$ cat src/rtl/riscv_fetch.sv
// Single-issue instruction fetch stage: requests one word at a time from instruction memory,
// holds it for the consumer, and follows redirects from branch/jump resolution.
module riscv_fetch #(
    parameter int                    DATA_WIDTH = 32,
    parameter logic [DATA_WIDTH-1:0] RESET_PC   = 32'h0000_0000,
    parameter logic [DATA_WIDTH-1:0] NOP_INSTR  = 32'h0000_0013
) (
    input  logic                  clk,
    input  logic                  rst,
    output logic                  imem_req,
    output logic [DATA_WIDTH-1:0] imem_addr,
    input  logic                  imem_ack,
    input  logic [DATA_WIDTH-1:0] imem_rdata,
    input  logic                  redirect_valid,
    input  logic [DATA_WIDTH-1:0] redirect_target,
    input  logic                  stall,
    output logic [DATA_WIDTH-1:0] pc,
    output logic                  instr_valid,
    output logic [DATA_WIDTH-1:0] instr,
    output logic [24:0]           imm_data,
    output logic                  misalign
);

    typedef enum logic [1:0] {
        IDLE  = 2'b00,
        FETCH = 2'b01,
        HOLD  = 2'b10
    } state_t;

    localparam logic [DATA_WIDTH-1:0] PC_STEP = {{(DATA_WIDTH-3){1'b0}}, 3'd4};

    state_t                r_state;
    logic [DATA_WIDTH-1:0] r_pc;
    logic [DATA_WIDTH-1:0] r_instr;
    logic                  r_imem_req;
    logic                  r_instr_valid;
    logic                  r_misalign;

    state_t                w_state_nxt;
    logic [DATA_WIDTH-1:0] w_pc_nxt;
    logic [DATA_WIDTH-1:0] w_instr_nxt;
    logic                  w_misalign_nxt;
    logic [DATA_WIDTH-1:0] w_target_aligned;
    logic                  w_target_misaligned;

    assign w_target_aligned    = {redirect_target[DATA_WIDTH-1:2], 2'b00};
    assign w_target_misaligned = (redirect_target[1:0] != 2'b00);

    // Next-state and datapath update; a redirect always takes priority over ack data and stall.
    always_comb begin
        w_state_nxt    = r_state;
        w_pc_nxt       = r_pc;
        w_instr_nxt    = r_instr;
        w_misalign_nxt = 1'b0;
        case (r_state)
            IDLE: begin
                w_state_nxt = FETCH;
            end
            FETCH: begin
                if (redirect_valid) begin
                    w_pc_nxt       = w_target_aligned;
                    w_misalign_nxt = w_target_misaligned;
                end else if (imem_ack) begin
                    w_instr_nxt = imem_rdata;
                    w_state_nxt = HOLD;
                end else begin
                    w_state_nxt = FETCH;
                end
            end
            HOLD: begin
                if (redirect_valid) begin
                    w_pc_nxt       = w_target_aligned;
                    w_instr_nxt    = NOP_INSTR;
                    w_misalign_nxt = w_target_misaligned;
                    w_state_nxt    = FETCH;
                end else if (!stall) begin
                    w_pc_nxt    = r_pc + PC_STEP;
                    w_state_nxt = FETCH;
                end else begin
                    w_state_nxt = HOLD;
                end
            end
            default: begin
                w_state_nxt = IDLE;
            end
        endcase
    end

    // State, datapath and output registers; request/valid are registered decodes of the next state.
    always_ff @(posedge clk or posedge rst) begin
        if (rst) begin
            r_state       <= IDLE;
            r_pc          <= RESET_PC;
            r_instr       <= NOP_INSTR;
            r_imem_req    <= 1'b0;
            r_instr_valid <= 1'b0;
            r_misalign    <= 1'b0;
        end else begin
            r_state       <= w_state_nxt;
            r_pc          <= w_pc_nxt;
            r_instr       <= w_instr_nxt;
            r_imem_req    <= (w_state_nxt == FETCH);
            r_instr_valid <= (w_state_nxt == HOLD);
            r_misalign    <= w_misalign_nxt;
        end
    end

    assign imem_req    = r_imem_req;
    assign imem_addr   = r_pc;
    assign pc          = r_pc;
    assign instr_valid = r_instr_valid;
    assign instr       = r_instr;
    assign imm_data    = r_instr[31:7];
    assign misalign    = r_misalign;

endmodule

$ cat config.mk
export PLATFORM = sky130hd
export DESIGN_NAME = riscv_fetch
export DESIGN_NICKNAME = d
export VERILOG_FILES = /design/src/rtl/riscv_fetch.sv
export SDC_FILE = /design/constraint.sdc
export NUM_CORES = 1
export LEC_CHECK = 0
export ABC_CLOCK_PERIOD_IN_PS = 3400
export CORE_MARGIN = 2
export CORE_UTILIZATION = 45
export CTS_CLUSTER_DIAMETER = 80
export CTS_CLUSTER_SIZE = 24
export DETAILED_ROUTE_END_ITERATION = 6
export PLACE_DENSITY = 0.88
export SYNTH_ARGS = -nofsm -noshare
export SYNTH_HDL_FRONTEND = slang
export SYNTH_SLANG_ARGS = --single-unit
export TNS_END_PERCENT = 20
$ cat constraint.sdc
create_clock -name clk -period 3.4 [get_ports clk]
set_input_delay 0.34 -clock clk [delete_from_list [all_inputs] [get_ports clk]]
set_output_delay 0.34 -clock clk [all_outputs]
set_load 0.005 [all_outputs]
==> reports/results.tsv, run 1 <==
metric	value	unit
power.static_leakage	0.00241	uW
diodes	0	
dieHeight	98.1	um
p_clk_share	13.6	%
regToRegStartpoint	imem_addr[4]$_DFFE_PP0P_	
floorplan.die_area	0.00963	mm2
hold_depth	2	
vdd.ir_drop.worst	0.452	mV
hold_path_class	flop to flop	
area_delta_synth_final	44.8	%
numPortBuffers	188	
fp.coreArea	0.00864	mm2
yosys_warnings	0	
final_nets	673	
post-dp-hpwl	8940	um
placement.setup.worst_slack	0.830	ns
drt_pass1_iterations	5	
final_worst_clock_skew	0.0131	ns
max_slew_margin	32.0	%
stdcell_area	0.00578	mm2
finalWorstSetupSlack	0.933	ns
synth-main-ff-cell	sky130_fd_sc_hd__dfrtp_1	
internal_power	3160	uW
htree_num_levels	3	
final.setup.tns	0	ns
post_cts.repair.setup_buffers	0	
grt_first_pass_wirelength	19400	um
powerDensity	864	mW/mm2
timing.setup.critical_path_class	flop to flop	
via_count	3984	
r2r_end	imem_addr[27]$_DFFE_PP0P_	
antenna_left	0	
wirelength	12100	um
cts_inserted_buffers	9	
critPathLaunchType	flop	
switching_share	36.6	%
outcome	finished clean	
power.total	4990	uW
r2r_slack	0.93	ns
placement.cell_area	0.00557	mm2
clockBufferDepth	2	
final-hold-violation-count	0	
reg2reg_depth	4	
syn-instance-count	472	
count_of_pins_on_the_block_boundary	193	
worstSkewPairLatency	0.34	ns
cap_violations	0	
place_congestion	0.908	
combPwrFrac	53.4	%
initialDrtViolationCount	216	
fin_crit	2.47	ns
layout-drive-gt1-share	5.96	%
clock_tree_from_tritoncts	built	
cts-hold-fix-buffers	0	
fin_worst_hold_slack	0.464	ns
cts_root_buffer	sky130_fd_sc_hd__clkbuf_8	
critPathSlowestCell	sky130_fd_sc_hd__or4_1	
finalMaxSlewViolations	0	
endpoint_kind	flop	
power.switching	1830	uW
initial_core_util	46.2	%
synth-seq-cells	67	
hold_path_end	instr[4]$_DFFE_PP1P_	
grt.total_usage	24.8	%
cts_repair_resize_count	0	
synth_enable_flop_cells	0	
drt_drc_violations_left	0	
vias_per_cell	5.60	
final-setup-viol-count	0	
yosysSeqAreaShare	42.1	%
p_seq_share	33.0	%
unrepaired_setup_endpoints_after_global_routing	false	
clkSlewWorstSetupHoldPaths	0.08	ns
grt_start_max_net_pins	49	
clock_sinks	67	
rows	34	
cp_cell_sequence	nand3_2 > or4_1 > or4_4 > a311o_1	
fmaxAchievable	405	MHz
timing.critical_path.slowest_cell_delay	0.69	ns
worstPathRequired	3.62	ns
synthDistinctLibCells	48	
worst-slew-pin-transition	1.02	ns
grt_antenna_before_repair	0	
chipWidth	98.1	um
cp_max_fo	9	
grt_pass1_vias	3789	
ys_async_sr_fraction	100	%
worst_ep_arrival_time	2.68	ns
gr-total-overflow	0	
post_synth.cell_area_avg	8.45	um2
period_share	72.6	%
synthesized_cell_area	0.00399	mm2
routed_wire_length_per_instance	17.0	um
timing.hold.worst.start	instr[4]$_DFFE_PP1P_	
==> Yosys cell counts, types with 6 or more instances <==
cell type | count | area [um2]
sky130_fd_sc_hd__nand4_1 | 6 | 37.5
sky130_fd_sc_hd__o21ai_0 | 21 | 105
sky130_fd_sc_hd__o22ai_1 | 13 | 81.3
sky130_fd_sc_hd__nand3_1 | 22 | 110
sky130_fd_sc_hd__buf_4 | 59 | 443
sky130_fd_sc_hd__nor3_1 | 7 | 35.0
sky130_fd_sc_hd__and3_1 | 9 | 56.3
sky130_fd_sc_hd__a2bb2oi_1 | 10 | 87.6
sky130_fd_sc_hd__a21oi_1 | 26 | 130
sky130_fd_sc_hd__nor2_1 | 19 | 71.3
sky130_fd_sc_hd__nand3b_1 | 30 | 225
sky130_fd_sc_hd__clkbuf_1 | 24 | 90.1
sky130_fd_sc_hd__nand2_1 | 97 | 364
sky130_fd_sc_hd__dfrtp_1 | 64 | 1600
==> layout by cell type (no fill, tap or decap), types with 2 or more instances in the layout <==
cell type	netlist	layout
sky130_fd_sc_hd__a211oi_1	2	2
sky130_fd_sc_hd__a21oi_1	26	26
sky130_fd_sc_hd__a2bb2oi_1	10	10
sky130_fd_sc_hd__a311oi_1	3	3
sky130_fd_sc_hd__a31oi_1	3	3
sky130_fd_sc_hd__and3_1	9	9
sky130_fd_sc_hd__buf_4	59	11
sky130_fd_sc_hd__clkbuf_8	0	11
sky130_fd_sc_hd__clkdlybuf4s50_1	0	188
sky130_fd_sc_hd__clkinvlp_4	0	2
sky130_fd_sc_hd__conb_1	1	4
sky130_fd_sc_hd__dfrtp_1	64	64
sky130_fd_sc_hd__dfstp_2	3	3
sky130_fd_sc_hd__ha_1	5	5
sky130_fd_sc_hd__inv_1	5	4
sky130_fd_sc_hd__mux2i_1	2	2
sky130_fd_sc_hd__nand2_1	97	97
sky130_fd_sc_hd__nand2b_1	3	3
sky130_fd_sc_hd__nand3_1	22	22
sky130_fd_sc_hd__nand3b_1	30	30
sky130_fd_sc_hd__nand4_1	6	6
sky130_fd_sc_hd__nor2_1	19	19
sky130_fd_sc_hd__nor2b_1	5	4
sky130_fd_sc_hd__nor3_1	7	7
sky130_fd_sc_hd__nor4_1	4	4
sky130_fd_sc_hd__o21a_1	3	3
sky130_fd_sc_hd__o21ai_0	21	21
sky130_fd_sc_hd__o22a_1	3	3
sky130_fd_sc_hd__o22ai_1	13	12
sky130_fd_sc_hd__or4_1	2	2
==> metal layers <==
metal	vias to the layer above	track usage, %	wire, um
met3	20	3.01	753
met5	-	0	0
met4	0	9.38	275
met1	1935	31.8	4750
li1	1851	-	-
met2	178	43.1	6300
==> cell families after synthesis <==
group | share of synthesized area (%)
adders and majority gates | 1.57
and+or+nand+nor | 26.5
buffers and inverters | 14.2
DFF | 42.1
muxes | 0.502
other | 0.0940
AOI/OAI and AO/OA | 15.1
==> power by group through the flow <==
stage	sequential, uW	clock [uW]	combinational, uW
final	1650	681	2660
after global routing	1720	727	2880
after CTS	1640	698	2680
after detailed placement	1650	0	2660
after global placement	1630	0	2580
after floorplan	1580	0	1400
==> state kept, by name (all words and copies together), names as in the netlist <==
signal and cells:
r_state 2, misalign 1, instr_valid 1, imem_req 1, instr 32, imem_addr 30
==> how the worst max path moves through the flow <==
stage / slack [ns] / endpoint / start / cells after the start
after floorplan: 1.19 / imem_addr[27]$_DFFE_PP0P_ / imem_addr[4]$_DFFE_PP0P_ / 5
final: 0.93 / imem_addr[27]$_DFFE_PP0P_ / imem_addr[4]$_DFFE_PP0P_ / 4
after global placement: 0.91 / imem_addr[28]$_DFFE_PP0P_ / redirect_valid / 6
after global routing: 0.72 / imem_addr[28]$_DFFE_PP0P_ / r_state[1]$_DFF_PP0_ / 8
after CTS: 0.97 / imem_addr[28]$_DFFE_PP0P_ / r_state[1]$_DFF_PP0_ / 8
after detailed placement: 0.83 / imem_addr[28]$_DFFE_PP0P_ / redirect_valid / 6
==> critical path, delay by kind of cell (launching register included) <==
kind            cells  cell delay (ns)
flops               1             0.53
compound gates      1             0.36
simple gates        3             1.45
==> metrics by stage <==
stage                     util [%]  instances
after floorplan                  -        475
after global placement        64.5        696
final                         66.9        712
after detailed placement      64.5        696
after global routing          66.9        712
after CTS                     66.9        712
==> cell type report <==
class	count	area, um2
Multi-Input combinational cell	317	1770
Inverter	5	18.8
Clock buffer	12	155
Timing Repair Buffer	199	1960
Tap cell	108	135
Sequential cell	67	1680
Clock inverter	4	50.0
Fill cell	655	2860
Power figures use the tool's default switching activity.
==> run 2: changes to the inputs <==
ABC_CLOCK_PERIOD_IN_PS = 2410   (was 3400)
CORE_UTILIZATION = 41   (was 45)
PLACE_DENSITY = 0.81   (was 0.88)
clock period = 2.41 ns   (was 3.4 ns; I/O delays follow)
==> run 2 against run 1 <==
Clock skew is 0.0064 ns lower. First-iteration DRC count shrank 23%. Worst setup slack worse by 0.76 ns. Critical path depth unchanged. Power rose by 45%. Non-clock buffer count is 11 higher. Highest routed layer unchanged. Combinational power up 47%. Hold slack got worse by 0.16 ns. Via count up 0.30%.
==> reports/results.tsv, run 2 (same netlist as run 1, synthesis figures left out) <==
metric	value	unit
cp_max_fo	5	
clock_sinks	67	
via_count	3996	
finalWorstSetupSlack	0.172	ns
cts_inserted_buffers	9	
numPortBuffers	188	
final_worst_clock_skew	0.00664	ns
dieHeight	103	um
count_of_pins_on_the_block_boundary	193	
clock_tree_from_tritoncts	built	
placement.cell_area	0.00569	mm2
mostFrequentLayoutCell	sky130_fd_sc_hd__clkdlybuf4s50_1	
gr-total-overflow	0	
drt_pass1_iterations	5	
fmaxAchievable	447	MHz
rows	35	
clockBufferDepth	2	
place_congestion	0.881	
final-hold-violation-count	0	
placement.setup.worst_slack	0.225	ns
clkSlewWorstSetupHoldPaths	0.07	ns
worst-slew-pin-transition	0.495	ns
detailroute.wirelength.met2	6460	um
grt_first_pass_wirelength	19100	um
final.setup.tns	0	ns
chipWidth	103	um
final-setup-viol-count	0	
post_cts.repair.setup_buffers	0	
hold_path_class	primary input to async pin	
reg2reg_depth	4	
floorplan.die_area	0.0105	mm2
r2r_slack	0.17	ns
drt_drc_violations_left	0	
critPathLaunchType	flop	
wirelength	12400	um
outcome	finished clean	
stdcell_area	0.00592	mm2
diodes	0	
met3_wirelength	783	um
grt_pass1_vias	3780	
worst_ep_arrival_time	2.46	ns
largest_register_ffs	32	
grt_start_max_net_pins	68	
period_share	92.8	%
cts-hold-fix-buffers	0	
finalMaxSlewViolations	0	
vdd.ir_drop.worst	0.589	mV
final_nets	684	
grt_antenna_before_repair	0	
initial_core_util	42.7	%
regToRegStartpoint	imem_addr[10]$_DFFE_PP0P_	
area_delta_synth_final	48.4	%
vias_per_cell	5.37	
cap_violations	0	
cts_root_buffer	sky130_fd_sc_hd__clkbuf_8	
post-dp-hpwl	9180	um
grt.total_usage	23.3	%
power.static_leakage	0.00248	uW
timing.setup.critical_path_class	flop to flop	
htree_num_levels	3	
route.layer.met1.wl	4910	um
stdcell_count	744	
r2r_end	imem_addr[27]$_DFFE_PP0P_	
worstPathRequired	2.63	ns
routed_wire_length_per_instance	16.6	um
endpoint_kind	flop	
cts_repair_resize_count	0	
power.total	7260	uW
routed.top_layer	met4	
fillers	777	
place.detailed.instances	728	
initialDrtViolationCount	166	
fp.coreArea	0.00933	mm2
commonest_cells_after_routing_fill_and_taps_aside	sky130_fd_sc_hd__clkdlybuf4s50_1 (188), sky130_fd_sc_hd__nand2_1 (97), sky130_fd_sc_hd__dfrtp_1 (64), sky130_fd_sc_hd__nand3b_1 (30), sky130_fd_sc_hd__a21oi_1 (26)	
worstSkewPairLatency	0.34	ns
fin_crit	2.24	ns
max_slew_margin	66.7	%
powerDensity	1230	mW/mm2
antenna_left	0	
layout-drive-gt1-share	7.64	%
unrepaired_setup_endpoints_after_global_routing	false	
-- run 2: stage by stage --
step	utilization (%)	hold slack [ns]
after detailed placement	61.0	0.454
final	63.5	0.303
after CTS	63.5	0.310
after floorplan	-	0.357
after global routing	63.5	0.346
after global placement	61.0	0.442
-- run 2: final cells by class --
type,count,area [um2],area share [%]
sequential,67,1680,28.4
inverter,5,18.8,0.317
timing repair buffer,210,2060,34.8
tap,129,161,2.73
multi-input combinational,317,1770,29.9
clock buffer,12,155,2.62
clock inverter,4,72.6,1.23
-- run 2: routing by layer --
layer	GRT usage (%)	up-vias
met5	0	-
met3	3.53	21
met2	39.4	179
met4	7.69	0
li1	-	1861
met1	30.8	1935
-- run 2: where the power goes --
group / leakage (uW) / switching, uW / internal [uW]
combinational: 0.00156 / 1570 / 2340
clock: 0.000113 / 434 / 638
sequential: 0.000802 / 618 / 1670
-- run 2: worst max path at each step --
| stage | startpoint | end | slack, ns |
|---|---|---|---|
| 6_report | imem_addr[10]$_DFFE_PP0P_ | imem_addr[27]$_DFFE_PP0P_ | 0.17 |
| 3_3_place_gp | imem_addr[2]$_DFFE_PP0P_ | imem_addr[27]$_DFFE_PP0P_ | 0.28 |
| 3_5_place_dp | imem_addr[2]$_DFFE_PP0P_ | imem_addr[27]$_DFFE_PP0P_ | 0.22 |
| 2_1_floorplan | imem_addr[4]$_DFFE_PP0P_ | imem_addr[27]$_DFFE_PP0P_ | 0.20 |
| 4_1_cts | imem_addr[2]$_DFFE_PP0P_ | imem_addr[27]$_DFFE_PP0P_ | 0.21 |
| 5_1_grt | r_state[1]$_DFF_PP0_ | imem_addr[28]$_DFFE_PP0P_ | 0.10 |
-- run 2: critical path: stages, from the launching register on --
cell and delay, ns:
sky130_fd_sc_hd__dfrtp_1 0.42, sky130_fd_sc_hd__nand4_1 0.26, sky130_fd_sc_hd__or4_1 0.51, sky130_fd_sc_hd__or4_4 0.56, sky130_fd_sc_hd__a311o_1 0.37
